File: config.mk
export PLATFORM = sky130hd
export DESIGN_NAME = dice_router_cfg_loader
export DESIGN_NICKNAME = d
export VERILOG_FILES = /design/src/rtl/dice_router_cfg_pkg.sv /design/src/rtl/dice_cfg_frame_checker.sv /design/src/rtl/dice_router_cfg_loader.sv
export SDC_FILE = /design/constraint.sdc
export NUM_CORES = 1
export LEC_CHECK = 0
export CAP_MARGIN = 25
export CORE_MARGIN = 4
export CORE_UTILIZATION = 58
export DETAILED_ROUTE_END_ITERATION = 8
export PLACE_DENSITY = 0.9
export REMOVE_ABC_BUFFERS = 1
export SETUP_SLACK_MARGIN = 0.05
export SYNTH_ARGS = -nofsm -noshare
export SYNTH_HDL_FRONTEND = slang
export SYNTH_HIERARCHICAL = 1
export SYNTH_SLANG_ARGS = --single-unit
File: constraint.sdc
create_clock -name clk -period 4.67 [get_ports clk]
set_input_delay 0.467 -clock clk [delete_from_list [all_inputs] [get_ports clk]]
set_output_delay 0.467 -clock clk [all_outputs]
set_load 0.02 [all_outputs]
File: src/rtl/dice_router_cfg_pkg.sv
// Shared types and sizing for the DICE router configuration loader.
package dice_router_cfg_pkg;

    localparam int NUM_SLOTS = 11;
    localparam int SEL_W     = 4;
    localparam int MAX_SEL   = 8;
    localparam int CFG_W     = 16;

    localparam int SLOT_W  = SEL_W + 1;
    localparam int FRAME_W = NUM_SLOTS * SLOT_W;
    localparam int BEATS   = (FRAME_W + CFG_W - 1) / CFG_W;
    localparam int BEAT_W  = (BEATS > 1) ? $clog2(BEATS) : 1;

    localparam logic [NUM_SLOTS*SEL_W-1:0] SEL_RESET = '1;

    typedef enum logic [1:0] {
        IDLE = 2'd0,
        LOAD = 2'd1,
        FULL = 2'd2
    } state_t;

endpackage

File: src/rtl/dice_cfg_frame_checker.sv
// Combinational legality check: every slot select must be a routable code.
module dice_cfg_frame_checker #(
    parameter int NUM_SLOTS = 11,
    parameter int SEL_W     = 4,
    parameter int MAX_SEL   = 8
) (
    input  logic [NUM_SLOTS*SEL_W-1:0] sels,
    output logic                       sel_ok
);

    localparam logic [SEL_W-1:0] MAX_V = SEL_W'(MAX_SEL);

    always_comb begin
        sel_ok = 1'b1;
        for (int i = 0; i < NUM_SLOTS; i++) begin
            if (sels[i*SEL_W +: SEL_W] > MAX_V) begin
                sel_ok = 1'b0;
            end
        end
    end

endmodule

File: src/rtl/dice_router_cfg_loader.sv
// Double-buffered configuration loader: stream words build a shadow frame,
// a commit copies it into the active select/regmode registers.
module dice_router_cfg_loader
    import dice_router_cfg_pkg::*;
(
    input  logic                       clk,
    input  logic                       rst,
    input  logic                       cfg_valid,
    output logic                       cfg_ready,
    input  logic [CFG_W-1:0]           cfg_data,
    input  logic                       cfg_last,
    input  logic                       cfg_commit,
    output logic [NUM_SLOTS*SEL_W-1:0] sel_flat,
    output logic [NUM_SLOTS-1:0]       regmode,
    output logic                       active_valid,
    output logic                       shadow_full,
    output logic                       frame_err,
    output state_t                     state_dbg
);

    // Handshake: a word moves on any rising edge where cfg_valid && cfg_ready;
    // cfg_ready is registered and does not depend on cfg_valid.
    state_t                     state_q;
    logic [BEAT_W-1:0]          beat_q;
    logic [FRAME_W-1:0]         shadow_q;
    logic [FRAME_W-1:0]         frame_next;
    logic [NUM_SLOTS*SEL_W-1:0] next_sels;
    logic [NUM_SLOTS*SEL_W-1:0] shadow_sels;
    logic [NUM_SLOTS-1:0]       shadow_rm;
    logic                       pending_q;
    logic                       sel_ok;
    logic                       xfer;
    logic                       last_beat;
    logic                       done_ok;
    logic                       err_now;

    assign xfer      = cfg_valid && cfg_ready;
    assign last_beat = (beat_q == BEAT_W'(BEATS - 1));
    assign done_ok   = xfer && last_beat && cfg_last && sel_ok;
    assign err_now   = xfer && (last_beat ? !(cfg_last && sel_ok) : cfg_last);
    assign state_dbg = state_q;

    // Overlay the incoming word onto the shadow; bits past FRAME_W drop out.
    always_comb begin
        frame_next = shadow_q;
        for (int b = 0; b < FRAME_W; b++) begin
            if (beat_q == BEAT_W'(b / CFG_W)) begin
                frame_next[b] = cfg_data[b % CFG_W];
            end
        end
    end

    always_comb begin
        next_sels   = '0;
        shadow_sels = '0;
        shadow_rm   = '0;
        for (int i = 0; i < NUM_SLOTS; i++) begin
            next_sels[i*SEL_W +: SEL_W]   = frame_next[i*SLOT_W +: SEL_W];
            shadow_sels[i*SEL_W +: SEL_W] = shadow_q[i*SLOT_W +: SEL_W];
            shadow_rm[i]                  = shadow_q[i*SLOT_W + SEL_W];
        end
    end

    dice_cfg_frame_checker #(
        .NUM_SLOTS (NUM_SLOTS),
        .SEL_W     (SEL_W),
        .MAX_SEL   (MAX_SEL)
    ) u_checker (
        .sels   (next_sels),
        .sel_ok (sel_ok)
    );

    always_ff @(posedge clk) begin
        if (rst) begin
            state_q      <= IDLE;
            beat_q       <= '0;
            shadow_q     <= '0;
            pending_q    <= 1'b0;
            cfg_ready    <= 1'b1;
            sel_flat     <= SEL_RESET;
            regmode      <= '0;
            active_valid <= 1'b0;
            shadow_full  <= 1'b0;
            frame_err    <= 1'b0;
        end else begin
            frame_err <= 1'b0;
            case (state_q)
                IDLE, LOAD: begin
                    if (err_now) begin
                        frame_err <= 1'b1;
                        pending_q <= 1'b0;
                        beat_q    <= '0;
                        shadow_q  <= '0;
                        state_q   <= IDLE;
                    end else begin
                        if (cfg_commit) begin
                            pending_q <= 1'b1;
                        end
                        if (done_ok) begin
                            // A pending commit keeps shadow_full low; FULL then lasts one cycle.
                            shadow_q    <= frame_next;
                            beat_q      <= '0;
                            state_q     <= FULL;
                            cfg_ready   <= 1'b0;
                            shadow_full <= !(pending_q || cfg_commit);
                        end else if (xfer) begin
                            shadow_q <= frame_next;
                            beat_q   <= beat_q + BEAT_W'(1);
                            state_q  <= LOAD;
                        end
                    end
                end
                FULL: begin
                    if (cfg_commit || pending_q) begin
                        sel_flat     <= shadow_sels;
                        regmode      <= shadow_rm;
                        active_valid <= 1'b1;
                        shadow_full  <= 1'b0;
                        pending_q    <= 1'b0;
                        cfg_ready    <= 1'b1;
                        state_q      <= IDLE;
                    end
                end
                default: state_q <= IDLE;
            endcase
        end
    end

endmodule
==> qor.yml <==
outcome:
  status: "finished, final reports clean"
clock_network:
  cts_root_buf: "clkbuf_8"
  clkTransAtPathRegs_ps: 60
  postCtsSetupBuffers: 0
  cts_buffer_depth: 2
  clkSinkCount: 119
  worstSkewPairLatency_ps: 540
  cts-resized-gates: 0
  tritoncts: "done"
  htreeDepth: 4
  cts_buffers: 17
  cts_hold_buf: 0
detailed_routing:
  drc: 0
  postRouteWirelength_um: 14500
  wl_per_cell_um: 18.9
  vias: 4841
  viasPerCell: 6.28
  drt_iter0_drc: 445
  ant_nets: 0
  dr.pass1.iters: 5
finish:
  final_nets: 655
  n_antenna_cell: 0
  finalNonFillerCells: 771
  drive_gt1_frac: 0.145
  area_delta_synth_final_pct: 23.1
worst_setup_path:
  worstSetupPathType: "register to register"
  timing.rr.end: "shadow_q[27]"
  worstSetupEndpointType: "register"
  slowest_stage: "ha_1"
  max_stage_delay_ps: 700
  arrival_ps: 4350
  critical_path.cell_chain: "inv_1 > ha_1 > mux2_2 > o31ai_1 > nand4_1 > nor3_2 > and3_2 > buf_4 > o211ai_1 > a21oi_1"
  startpoint_type: "register"
  r2r-start: "beat_q[0]"
  crit_required_ps: 5130
  reg2reg_depth: 10
  worst-r2r-setup-slack_ps: 780
  crit_fanout: 33
timing:
  post-route-min-period_ps: 3890
  tns_ps: 0
  finalSetupViolCount: 0
  grt_setup_unrepaired: "false"
  fin_skew_ps: 15.8
  finalHoldViolCount: 0
  fmax_mhz: 257
  min_period_over_period: 0.833
  relSlewSlack: 0.378
  worst_pin_slew_ps: 933
  slew_violations: 0
global_routing:
  first_global_vias: 4762
  gr-total-overflow: 0
  grt_start_max_net_pins: 94
  antenna_found_initial: 0
  grt_pass1_wl_um: 23900
  track_usage: 0.264
synth:
  yosysSeqAreaShare: 0.432
  synth_edf_count: 0
  synth_top_area_frac: 0.432
  syn_area_per_cell_um2: 9.42
  post_synth_num_cell_types: 39
  ys.flop_type: "dfxtp_1"
  synth_cells: 585
  async_flop_share: 0
  syn_area_um2: 5510
  yosys.area.top_type: "dfxtp_1"
  yosys_warnings: 6
  ys_ff_latch: 119
  netlist_top_cells_area: "dfxtp_1 (43%), mux2_2 (9.0%), a211o_1 (7.0%)"
floorplan:
  ios: 82
  die_w_um: 105
  core-area_um2: 9240
  dieArea_um2: 11100
  start_util: 0.596
  row_count: 35
  die_y_um: 105
power_and_ir_drop:
  p_per_area_nw_per_um2: 373
  p_leak_nw: 2.56
  p_total_mw: 2.53
  ir_drop_v: 0.000259
job:
  cap_viol_max_count: 0
hold_path:
  hold_depth: 1
  holdPathEnd: "sel_flat[3]"
  hold_path.class: "register to register"
  holdCritStartpoint: "sel_flat[3]"
place:
  io_buffers: 81
  post-dp-hpwl_um: 8720
  gp_congestion: 0.845
  dp_cells: 740
-- area by class of cell --
cell class | instances | area [um2]
multi-input combinational | 399 | 2770
fill | 641 | 2460
sequential | 119 | 2380
timing repair buffer | 88 | 861
clock buffer | 20 | 445
tap | 129 | 161
clock inverter | 11 | 148
inverter | 5 | 18.8
-- critical path: cells and delay by family (launching register included) --
family | cells | cell delay [ps]
adder cells (fa/ha/maj) | 1 | 700
AO/OA/AOI/OAI | 3 | 780
flip-flops | 1 | 330
buffers and inverters | 2 | 550
AND/OR/NAND/NOR | 3 | 1010
multiplexers | 1 | 450
-- metrics by stage --
stage	worst slack [ps]	area [um2]	hold slack, ps	util
after global routing	602	6780	483	0.734
after CTS	880	6780	464	0.734
after floorplan	1140	5160	436	-
final	781	6780	460	0.734
after global placement	1210	6190	442	0.670
after detailed placement	1010	6190	450	0.670
-- cell usage after synthesis, types with 2 or more instances --
master,number
a211oi_2,3
mux2_2,44
o31ai_2,2
o31ai_1,9
buf_2,21
a21oi_1,60
ha_1,4
o21ai_0,19
mux2i_1,10
o22ai_1,2
o211ai_1,46
dfxtp_1,119
nand2_1,48
clkbuf_1,27
nand2b_1,12
nor2_1,4
nand3_1,16
and3_1,45
nor3_1,4
buf_4,5
nor2b_1,10
a211o_1,44
nand4_1,3
inv_1,5
buf_6,9
-- cells by family after synthesis --
kind of cell	Yosys count	synth area share
adder cells (fa/ha/maj)	4	0.00909
AND/OR/NAND/NOR	150	0.145
multiplexers	54	0.108
AO/OA/AOI/OAI	191	0.239
flip-flops	119	0.432
buffers and inverters	67	0.0661
-- metal layers --
metal / GRT usage / routed length (um)
met4: 0.101 / 309
met3: 0.0704 / 916
met5: 0 / 0
met2: 0.434 / 7120
met1: 0.329 / 6190
-- registers in the layout (all words and copies together), names as in the netlist --
| signal | flops |
|---|---|
| cfg_ready | 1 |
| regmode | 11 |
| active_valid | 1 |
| pending_q | 1 |
| beat_q | 2 |
| shadow_full | 1 |
| shadow_q | 55 |
| frame_err | 1 |
| sel_flat | 44 |
| state_dbg | 2 |
-- how the worst max path moves through the flow --
| stage | startpoint | to | slack, ps |
|---|---|---|---|
| after floorplan | beat_q[0] | cfg_ready | 1140 |
| after global placement | beat_q[0] | shadow_q[8] | 1210 |
| after detailed placement | beat_q[0] | shadow_q[32] | 1010 |
| after CTS | beat_q[0] | shadow_q[27] | 880 |
| after global routing | beat_q[0] | shadow_q[27] | 600 |
| final | beat_q[0] | shadow_q[27] | 780 |
-- placed cells by master (no fill, tap or decap), types with 10 or more instances in the layout --
| master | n |
|---|---|
| a211o_1 | 44 |
| a21oi_1 | 60 |
| and3_1 | 44 |
| clkbuf_16 | 16 |
| clkdlybuf4s50_1 | 80 |
| dfxtp_1 | 119 |
| mux2_2 | 44 |
| mux2i_1 | 10 |
| nand2_1 | 48 |
| nand2b_1 | 12 |
| nand3_1 | 16 |
| nor2b_1 | 10 |
| o211ai_1 | 46 |
| o21ai_0 | 19 |
-- power breakdown --
part | internal (mW) | total [mW] | switching (mW)
sequential | 1.03 | 1.04 | 0.0107
combinational | 0.0733 | 0.190 | 0.117
clock | 0.837 | 1.30 | 0.461
Note: power is estimated with default switching activity, not from simulation.
